--- src/rtl/sum_result_collector.sv ---
// -----------------------------------------------------------------------------
// sum_result_collector
//
// Purpose:
//   Sits after the adder stage. Every one-cycle in_valid/in_data result pulse is
//   written into a small show-ahead FIFO. Buffered results go to the next
//   consumer over a valid/ready handshake. The adder cannot be stalled, so a
//   result that finds the FIFO full is dropped and counted. The block also
//   keeps a saturating running total of all accepted results.
//
// Parameters:
//   W      result data width
//   DEPTH  FIFO entries (power of 2, >= 2)
//   ACC_W  running-total width (> W)
//   CW     occupancy count width, derived from DEPTH (do not override)
//
// Ports:
//   clk        rising-edge clock
//   rst        synchronous, active-high reset
//   in_valid   result strobe from the adder
//   in_data    result value from the adder
//   out_valid  head entry available (show-ahead)
//   out_ready  consumer takes the head entry this cycle
//   out_data   head entry value, 0 when empty
//   acc_clear  clear the running total
//   acc        saturating sum of accepted results
//   acc_sat    sticky flag: acc has saturated since the last clear/reset
//   count      current occupancy, 0..DEPTH
//   full       count == DEPTH
//   empty      count == 0
//   drop_cnt   saturating count of dropped results
//   out_par    (parity build only) stored even parity of the head entry
//
// Optional feature:
//   Define SUM_RESULT_COLLECTOR_PARITY_EN to store a parity bit with every
//   entry and expose it on out_par.
// -----------------------------------------------------------------------------
module sum_result_collector #(
  parameter int W     = 8,
  parameter int DEPTH = 4,
  parameter int ACC_W = 16,
  parameter int CW    = $clog2(DEPTH + 1)
) (
  input  logic             clk,
  input  logic             rst,
  input  logic             in_valid,
  input  logic [W-1:0]     in_data,
  output logic             out_valid,
  input  logic             out_ready,
  output logic [W-1:0]     out_data,
  input  logic             acc_clear,
  output logic [ACC_W-1:0] acc,
  output logic             acc_sat,
  output logic [CW-1:0]    count,
  output logic             full,
  output logic             empty,
  output logic [7:0]       drop_cnt
`ifdef SUM_RESULT_COLLECTOR_PARITY_EN
  ,
  output logic             out_par
`endif
);

  localparam int PW = $clog2(DEPTH);

  logic [PW-1:0]    wr_ptr_q, wr_ptr_d;
  logic [PW-1:0]    rd_ptr_q, rd_ptr_d;
  logic [CW-1:0]    count_q, count_d;
  logic [ACC_W-1:0] acc_q, acc_d;
  logic             acc_sat_q, acc_sat_d;
  logic [7:0]       drop_cnt_q, drop_cnt_d;
  logic [W-1:0]     mem_q [DEPTH];
  logic [W-1:0]     mem_d [DEPTH];
`ifdef SUM_RESULT_COLLECTOR_PARITY_EN
  logic             par_q [DEPTH];
  logic             par_d [DEPTH];
`endif

  logic             pop;
  logic             accept;
  logic [ACC_W:0]   sum;  // one carry bit wider to detect saturation

  assign empty     = (count_q == '0);
  assign full      = (count_q == CW'(DEPTH));
  assign out_valid = !empty;
  assign out_data  = empty ? '0 : mem_q[rd_ptr_q];
  assign count     = count_q;
  assign acc       = acc_q;
  assign acc_sat   = acc_sat_q;
  assign drop_cnt  = drop_cnt_q;
`ifdef SUM_RESULT_COLLECTOR_PARITY_EN
  assign out_par   = empty ? 1'b0 : par_q[rd_ptr_q];
`endif

  // A pop frees a slot in the same cycle, so a full FIFO still accepts.
  assign pop    = out_valid && out_ready;
  assign accept = in_valid && (!full || pop);
  assign sum    = {1'b0, acc_q} + (ACC_W + 1)'(in_data);

  always_comb begin
    // NOTE: every variable gets a default first so no path leaves it
    // unassigned; otherwise synthesis infers a latch.
    wr_ptr_d   = wr_ptr_q;
    rd_ptr_d   = rd_ptr_q;
    count_d    = count_q;
    acc_d      = acc_q;
    acc_sat_d  = acc_sat_q;
    drop_cnt_d = drop_cnt_q;
    mem_d      = mem_q;
`ifdef SUM_RESULT_COLLECTOR_PARITY_EN
    par_d      = par_q;
`endif

    // Pointers are exactly log2(DEPTH) bits, so incrementing wraps
    // DEPTH-1 back to 0 by itself.
    if (accept) begin
      mem_d[wr_ptr_q] = in_data;
`ifdef SUM_RESULT_COLLECTOR_PARITY_EN
      par_d[wr_ptr_q] = ^in_data;
`endif
      wr_ptr_d = wr_ptr_q + 1'b1;
    end
    if (pop) begin
      rd_ptr_d = rd_ptr_q + 1'b1;
    end

    unique case ({accept, pop})
      2'b10:   count_d = count_q + 1'b1;
      2'b01:   count_d = count_q - 1'b1;
      default: count_d = count_q;
    endcase

    if (in_valid && !accept && (drop_cnt_q != 8'hFF)) begin
      drop_cnt_d = drop_cnt_q + 1'b1;
    end

    // A clear in the same cycle as an accept restarts the total from
    // this result, not from zero.
    if (acc_clear) begin
      acc_d     = accept ? ACC_W'(in_data) : '0;
      acc_sat_d = 1'b0;
    end else if (accept) begin
      if (sum[ACC_W]) begin
        acc_d     = '1;
        acc_sat_d = 1'b1;
      end else begin
        acc_d = sum[ACC_W-1:0];
      end
    end
  end

  always_ff @(posedge clk) begin
    // NOTE: sequential state uses non-blocking assignments so all flops
    // update together from values sampled at the same edge.
    if (rst) begin
      wr_ptr_q   <= '0;
      rd_ptr_q   <= '0;
      count_q    <= '0;
      acc_q      <= '0;
      acc_sat_q  <= 1'b0;
      drop_cnt_q <= '0;
    end else begin
      wr_ptr_q   <= wr_ptr_d;
      rd_ptr_q   <= rd_ptr_d;
      count_q    <= count_d;
      acc_q      <= acc_d;
      acc_sat_q  <= acc_sat_d;
      drop_cnt_q <= drop_cnt_d;
    end
  end

  // NOTE: storage is deliberately not reset; stale entries are never visible
  // because out_data/out_par are forced to 0 while empty.
  always_ff @(posedge clk) begin
    mem_q <= mem_d;
`ifdef SUM_RESULT_COLLECTOR_PARITY_EN
    par_q <= par_d;
`endif
  end

endmodule

--- config.mk ---
export PLATFORM = sky130hd
export DESIGN_NAME = sum_result_collector
export DESIGN_NICKNAME = d
export VERILOG_FILES = /design/src/rtl/sum_result_collector.sv
export SDC_FILE = /design/constraint.sdc
export NUM_CORES = 1
export LEC_CHECK = 0
export ABC_AREA = 1
export BUFFER_PORTS_ARGS = -buffer_cell sky130_fd_sc_hd__buf_2
export CORE_ASPECT_RATIO = 1.4
export CORE_UTILIZATION = 57
export CTS_CLUSTER_SIZE = 28
export DETAILED_ROUTE_END_ITERATION = 10
export PLACE_DENSITY = 0.8
export SLEW_MARGIN = 20
export SYNTH_ARGS = -nofsm -noshare
export SYNTH_HDL_FRONTEND = slang
export SYNTH_SLANG_ARGS = --single-unit
--- constraint.sdc ---
create_clock -name clk -period 2.6 [get_ports clk]
set_input_delay 0.26 -clock clk [delete_from_list [all_inputs] [get_ports clk]]
set_output_delay 0.26 -clock clk [all_outputs]
set_load 0.01 [all_outputs]
# Yosys cells after proc, flatten, opt, wreduce, memory -nomap -nowiden
# Cells that the tools add are included.
[classes]
n_addsub = 6
mul = 0
div_mod_pow = 0
magnitude_cmp = 3
eq_ne = 4
shifts = 0
n_mux = 12
bitwise_logic = 2
reduce_logical = 14
[ops]
columns = ["cell", "n"]
rows = [
  ["16-bit two-way mux", 3],
  ["8-bit two-way mux", 5],
  ["32-bit bitwise mux", 1],
  ["16-bit by 8-bit adder with 17-bit output", 1],
  ["8-bit binary-select mux with 2-bit select", 1],
  ["8-bit demux with 2-bit select", 1],
  ["8-bit by 1-bit adder with 8-bit output (second input constant)", 1],
  ["8-bit inequality test (second input constant)", 1],
  ["3-bit >= comparator (second input constant)", 2],
  ["2-bit inverter with 3-bit output", 2],
  ["3-bit case mux with 2 select lines", 1],
  ["1-bit logical AND", 5],
  ["2-bit by 1-bit adder with 2-bit output (second input constant)", 2],
  ["2-bit nonzero test", 2],
  ["3-bit by 1-bit adder with 3-bit output (second input constant)", 1],
  ["3-bit == test (second input constant)", 1],
  ["1-bit logical NOT", 3],
  ["3-bit logical NOT", 1],
  ["3-bit by 1-bit less-than comparator with 1-bit output (second input constant)", 1],
  ["3-bit by 1-bit subtractor with 3-bit output (second input constant)", 1],
  ["2-bit by 1-bit == test with 1-bit output (second input constant)", 1],
  ["2-bit == test (second input constant)", 1],
  ["2-bit AND reduction", 1],
  ["2-bit OR reduction", 1],
  ["1-bit logical OR", 1],
]
[totals]
regBits = 64
latchBits = 0
ram_bits = 0
romBits = 0
input_bits = 13
n_memories = 0

# Logic depth before layout (Yosys ltp)
[logic_depth]
word_depth = 8
ltp_mapped = 12
ltp_nobuf = 12

# Worst setup path before layout
# Ideal clock, no wire load.
[synth_timing]
path_type = "register to register"
start = "register count_q[2] (netlist: count[2])"
end = "register count_q[2] (netlist: count[2])"
setup_ps = 122
t_arrival_ps = 2028
required_ps = 2478
path_slack_ps = 449
path_stages_with_launch = 13
path_buffers = 1
path_cell_list = "dfxtp_1 inv_1 nor3_2 nand2_2 nand2_2 buf_2 ha_1 inv_1 fa_1 a21oi_1 o21ai_0 o21ai_0 a21oi_1"
[synth_between]
word_cells_on_any_way = 13
cone_classes = "add/sub (2); eq/ne (3); mux (1); reduce/logical (7)"
[synth_lines]
columns = ["item", "line", "source"]
rows = [
  ["start, declared", "68", "logic [CW-1:0] count_q, count_d;"],
  ["start signal, assigned", "165", "count_q <= count_d;"],
  ["3-bit == test (*)", "84", "assign full = (count_q == CW'(DEPTH));"],
  ["via full", "55", "output logic full,"],
  ["1-bit logical NOT (*)", "97", "assign accept = in_valid && (!full || pop);"],
  ["1-bit logical OR (*)", "97", ""],
  ["1-bit logical AND (*)", "97", ""],
  ["2-bit by 1-bit == test with 1-bit output / 2-bit == test (equally long branches)", "127", "unique case ({accept, pop})"],
  ["3-bit case mux with 2 select lines / 2-bit nonzero test (equally long branches)", "-", ""],
]
# The timed path passes the listed nets; every way through them passes the cells marked *.
# A chain may end at the register's enable or synchronous reset.

# Final worst setup path
[layout_timing]
start = "register rd_ptr_q[0]"
end = "output port out_data[5]"
[layout_between]
elab_chain_cells = 5
[layout_rtl]
columns = ["item", "line", "source"]
rows = [
  ["start, declared", "67", "logic [PW-1:0] rd_ptr_q, rd_ptr_d;"],
  ["start signal, assigned", "164", "rd_ptr_q <= rd_ptr_d;"],
  ["2-bit inverter with 3-bit output (implied by the code)", "86", "assign out_data = empty ? '0 : mem_q[rd_ptr_q];"],
  ["8-bit binary-select mux with 2-bit select", "86", ""],
  ["8-bit two-way mux (implied by the code) (2 in series)", "86", ""],
  ["8-bit two-way mux", "86", ""],
  ["end, declared", "50", "output logic [W-1:0] out_data,"],
]
# Every way passes these cells. The select of a mux whose other input is x is not followed.

==> impl_metrics.env <==
export IMPL_finalSetupTns_ps=0
export IMPL_grt_pass1_vias=2756
export IMPL_swShare_pct=33.73
export IMPL_die_area_um2=6243
export IMPL_yosysUniqueCellTypes=35
export IMPL_cts_tree="built"
export IMPL_yosys_warnings=0
export IMPL_power_uw=2789
export IMPL_syn_nets=448
export IMPL_worstSkewPairLatency_ps=340
export IMPL_grt_pass1_wl_mm=12.28
export IMPL_synthToLayoutAreaGrowth_pct=14.59
export IMPL_status="finished clean"
export IMPL_power_frac_clock_pct=29.9
export IMPL_syn_avg_cell_area_um2=8.063
export IMPL_core_um2=5605
export IMPL_synth_xor_area_share_pct=1.815
export IMPL_worstPathMaxFanout=20
export IMPL_fill_cells=493
export IMPL_synthMuxAreaShare_pct=0
export IMPL_path_class="flip-flop to output port"
export IMPL_synth_top_family_by_area="simple AND/OR/NAND/NOR gates"
export IMPL_clock_skew_ps=5.867
export IMPL_synth_top_area_share_pct=28.44
export IMPL_drive_gt1_share_pct=18.20
export IMPL_fin_util_pct=69.06
export IMPL_num_rows=32
export IMPL_routed_via_density=5.332
export IMPL_numPortBuffers=51
export IMPL_p_leak_uw=0.001762
export IMPL_cts_max_level=3
export IMPL_clock_fmax_ghz=0.4600
export IMPL_drt_pass1_iterations=4
export IMPL_intPower_uw=1848
export IMPL_ir_drop_v=0.0004237
export IMPL_start_kind="flip-flop"
export IMPL_slew_violations=0
export IMPL_switching_power_uw=940.7
export IMPL_clk_pin_slew_ps=70
export IMPL_cts_hold_buf=0
export IMPL_yosysMostFrequentCell="nand2_1"
export IMPL_worstHoldPathType="input pin to flip-flop"
export IMPL_clk_path_buf_depth=2
export IMPL_pin_count=52
export IMPL_synth_seq_cells=64
export IMPL_cts_sinks=64
export IMPL_netlist_area_um2=3378
export IMPL_die_h_um=93.09
export IMPL_cts_root_buf="clkbuf_8"
export IMPL_ys_seq_area_share_pct=47.41
export IMPL_dp_hpwl_mm=5.302
export IMPL_end_kind="output port"
export IMPL_cp_required_ps=2340
export IMPL_wl_per_cell_um=13.74
export IMPL_slew_headroom_pct=51.27
export IMPL_hold_violations=0
export IMPL_setup_viol=0
export IMPL_synth_edff_count=32
export IMPL_p_seq_share_pct=43.7
export IMPL_nets=502
export IMPL_gp_congestion=0.8367
export IMPL_n_antenna_cell=0
export IMPL_layout_min_cycle_time_ps=2174
export IMPL_antenna_found_initial=0
export IMPL_grt_max_degree=21
export IMPL_wirelength_mm=7.500
export IMPL_cts_setup_buffers=0
export IMPL_async_flop_share_pct=0
export IMPL_worstMarginPinSlew_ps=729.9
export IMPL_synth_adder_area_share_pct=6.370
export IMPL_synth_compound_area_share_pct=13.15
export IMPL_period_share_pct=83.62
export IMPL_chipWidth_um=67.07
export IMPL_drtAntennaViolNets=0
export IMPL_ys_top_cells_by_area="edfxtp_1, dfxtp_1, nand2_1, nor2_1, a21oi_1"
export IMPL_p_per_area_nw_per_um2=720.5
export IMPL_synth_main_ff_cell="edfxtp_1"
export IMPL_route_detailed_drc=0
export IMPL_combPwrFrac_pct=26.3
export IMPL_rsz0062_at_grt="false"
export IMPL_crit_arrival_ps=1910
export IMPL_grt_overflow=0
export IMPL_dr_total_vias=2911
export IMPL_initial_core_util_pct=60.27
export IMPL_synth_cells=419
export IMPL_grt_util_all_layers_pct=26.50
export IMPL_synth_top_area_cell="edfxtp_1"
export IMPL_synth_commonest_cells="nand2_1, nor2_1, a21oi_1"
export IMPL_numCtsBuffers=9
export IMPL_drtIter0Drc=192
export IMPL_cts_resized=0
export IMPL_maxCapViolCount=0
export IMPL_yosys_area_share_simple_pct=23.96
[layout by cell type, fill, tap and decap left out, types with 14 or more instances in the layout]
| cell | synthesis | final |
|---|---|---|
| inv_1 | 40 | 40 |
| nand2_1 | 76 | 76 |
| a21oi_1 | 42 | 42 |
| o21ai_0 | 32 | 32 |
| nor2_1 | 66 | 66 |
| edfxtp_1 | 32 | 32 |
| nand3_1 | 23 | 23 |
| dfxtp_1 | 32 | 32 |
| ha_1 | 14 | 14 |
| buf_2 | 4 | 51 |
[state kept, by name, indices dropped and copies added, names as in the netlist]
register / count
wr_ptr_q: 2
drop_cnt: 8
acc_sat: 1
mem_q: 32
count: 3
rd_ptr_q: 2
acc: 16
[metal layers]
metal  track usage (%)  vias to the layer above  routed length (µm)
met2             47.83                       58                3980
li1                  -                     1487                   -
met5                 0                        -                   0
met3             6.220                       14                 237
met4             10.11                        0                 141
met1             28.91                     1352                3141
[cells by family after synthesis]
kind of cell	Yosys count
buffers and inverters	59
flip-flops	64
AND/OR/NAND/NOR	187
AO/OA/AOI/OAI	86
adder cells (fa/ha/maj)	16
XOR/XNOR	7
[cell type report]
| class | instances | area (µm²) | share of cell area [%] |
|---|---|---|---|
| tap | 68 | 85.08 | 2.198 |
| multi-input combinational | 296 | 1530 | 39.53 |
| clock buffer | 10 | 127.6 | 3.297 |
| inverter | 47 | 181.4 | 4.686 |
| sequential | 64 | 1602 | 41.37 |
| clock inverter | 6 | 60.06 | 1.551 |
| timing repair buffer | 55 | 285.3 | 7.369 |
[worst paths after layout]
| kind | from | endpoint | slack [ps] | cells after the start |
|---|---|---|---|---|
| min reg2reg | drop_cnt[4]$_SDFFE_PP0P_ | drop_cnt[4]$_SDFFE_PP0P_ | 480 | 1 |
| max reg2reg | acc[0]$_SDFFE_PP0P_ | acc[4]$_SDFFE_PP0P_ | 570 | 10 |
| max | rd_ptr_q[0]$_SDFFE_PP0P_ | out_data[5] | 430 | 4 |
| min | in_data[2] | mem_q[10]$_DFFE_PP_ | 170 | 1 |
[power by group through the flow]
stage / combinational (µW) / clock, µW / sequential, µW
floorplan: 494 / 0 / 1220
CTS: 744 / 837 / 1220
finish: 735 / 834 / 1220
global route: 840 / 880 / 1230
global placement: 716 / 0 / 1240
detailed placement: 737 / 0 / 1240
[worst max-delay path, stage by stage, from the launching register on]
cell	delay [ps]
dfxtp_1	790
inv_2	270
o21ai_0	260
a21oi_1	90
buf_2	150
[metrics by stage]
step	cell area [µm²]	hold slack, ps	setup slack, ps	std cells
2_1_floorplan	3378	358.9	449.5	419
3_3_place_gp	3684	449.2	593.0	530
5_1_grt	3871	164.4	304.2	546
4_1_cts	3871	164.1	425.2	546
6_report	3871	172.1	425.9	546
3_5_place_dp	3684	462.8	522.5	530
Power figures use the tool's default switching activity.
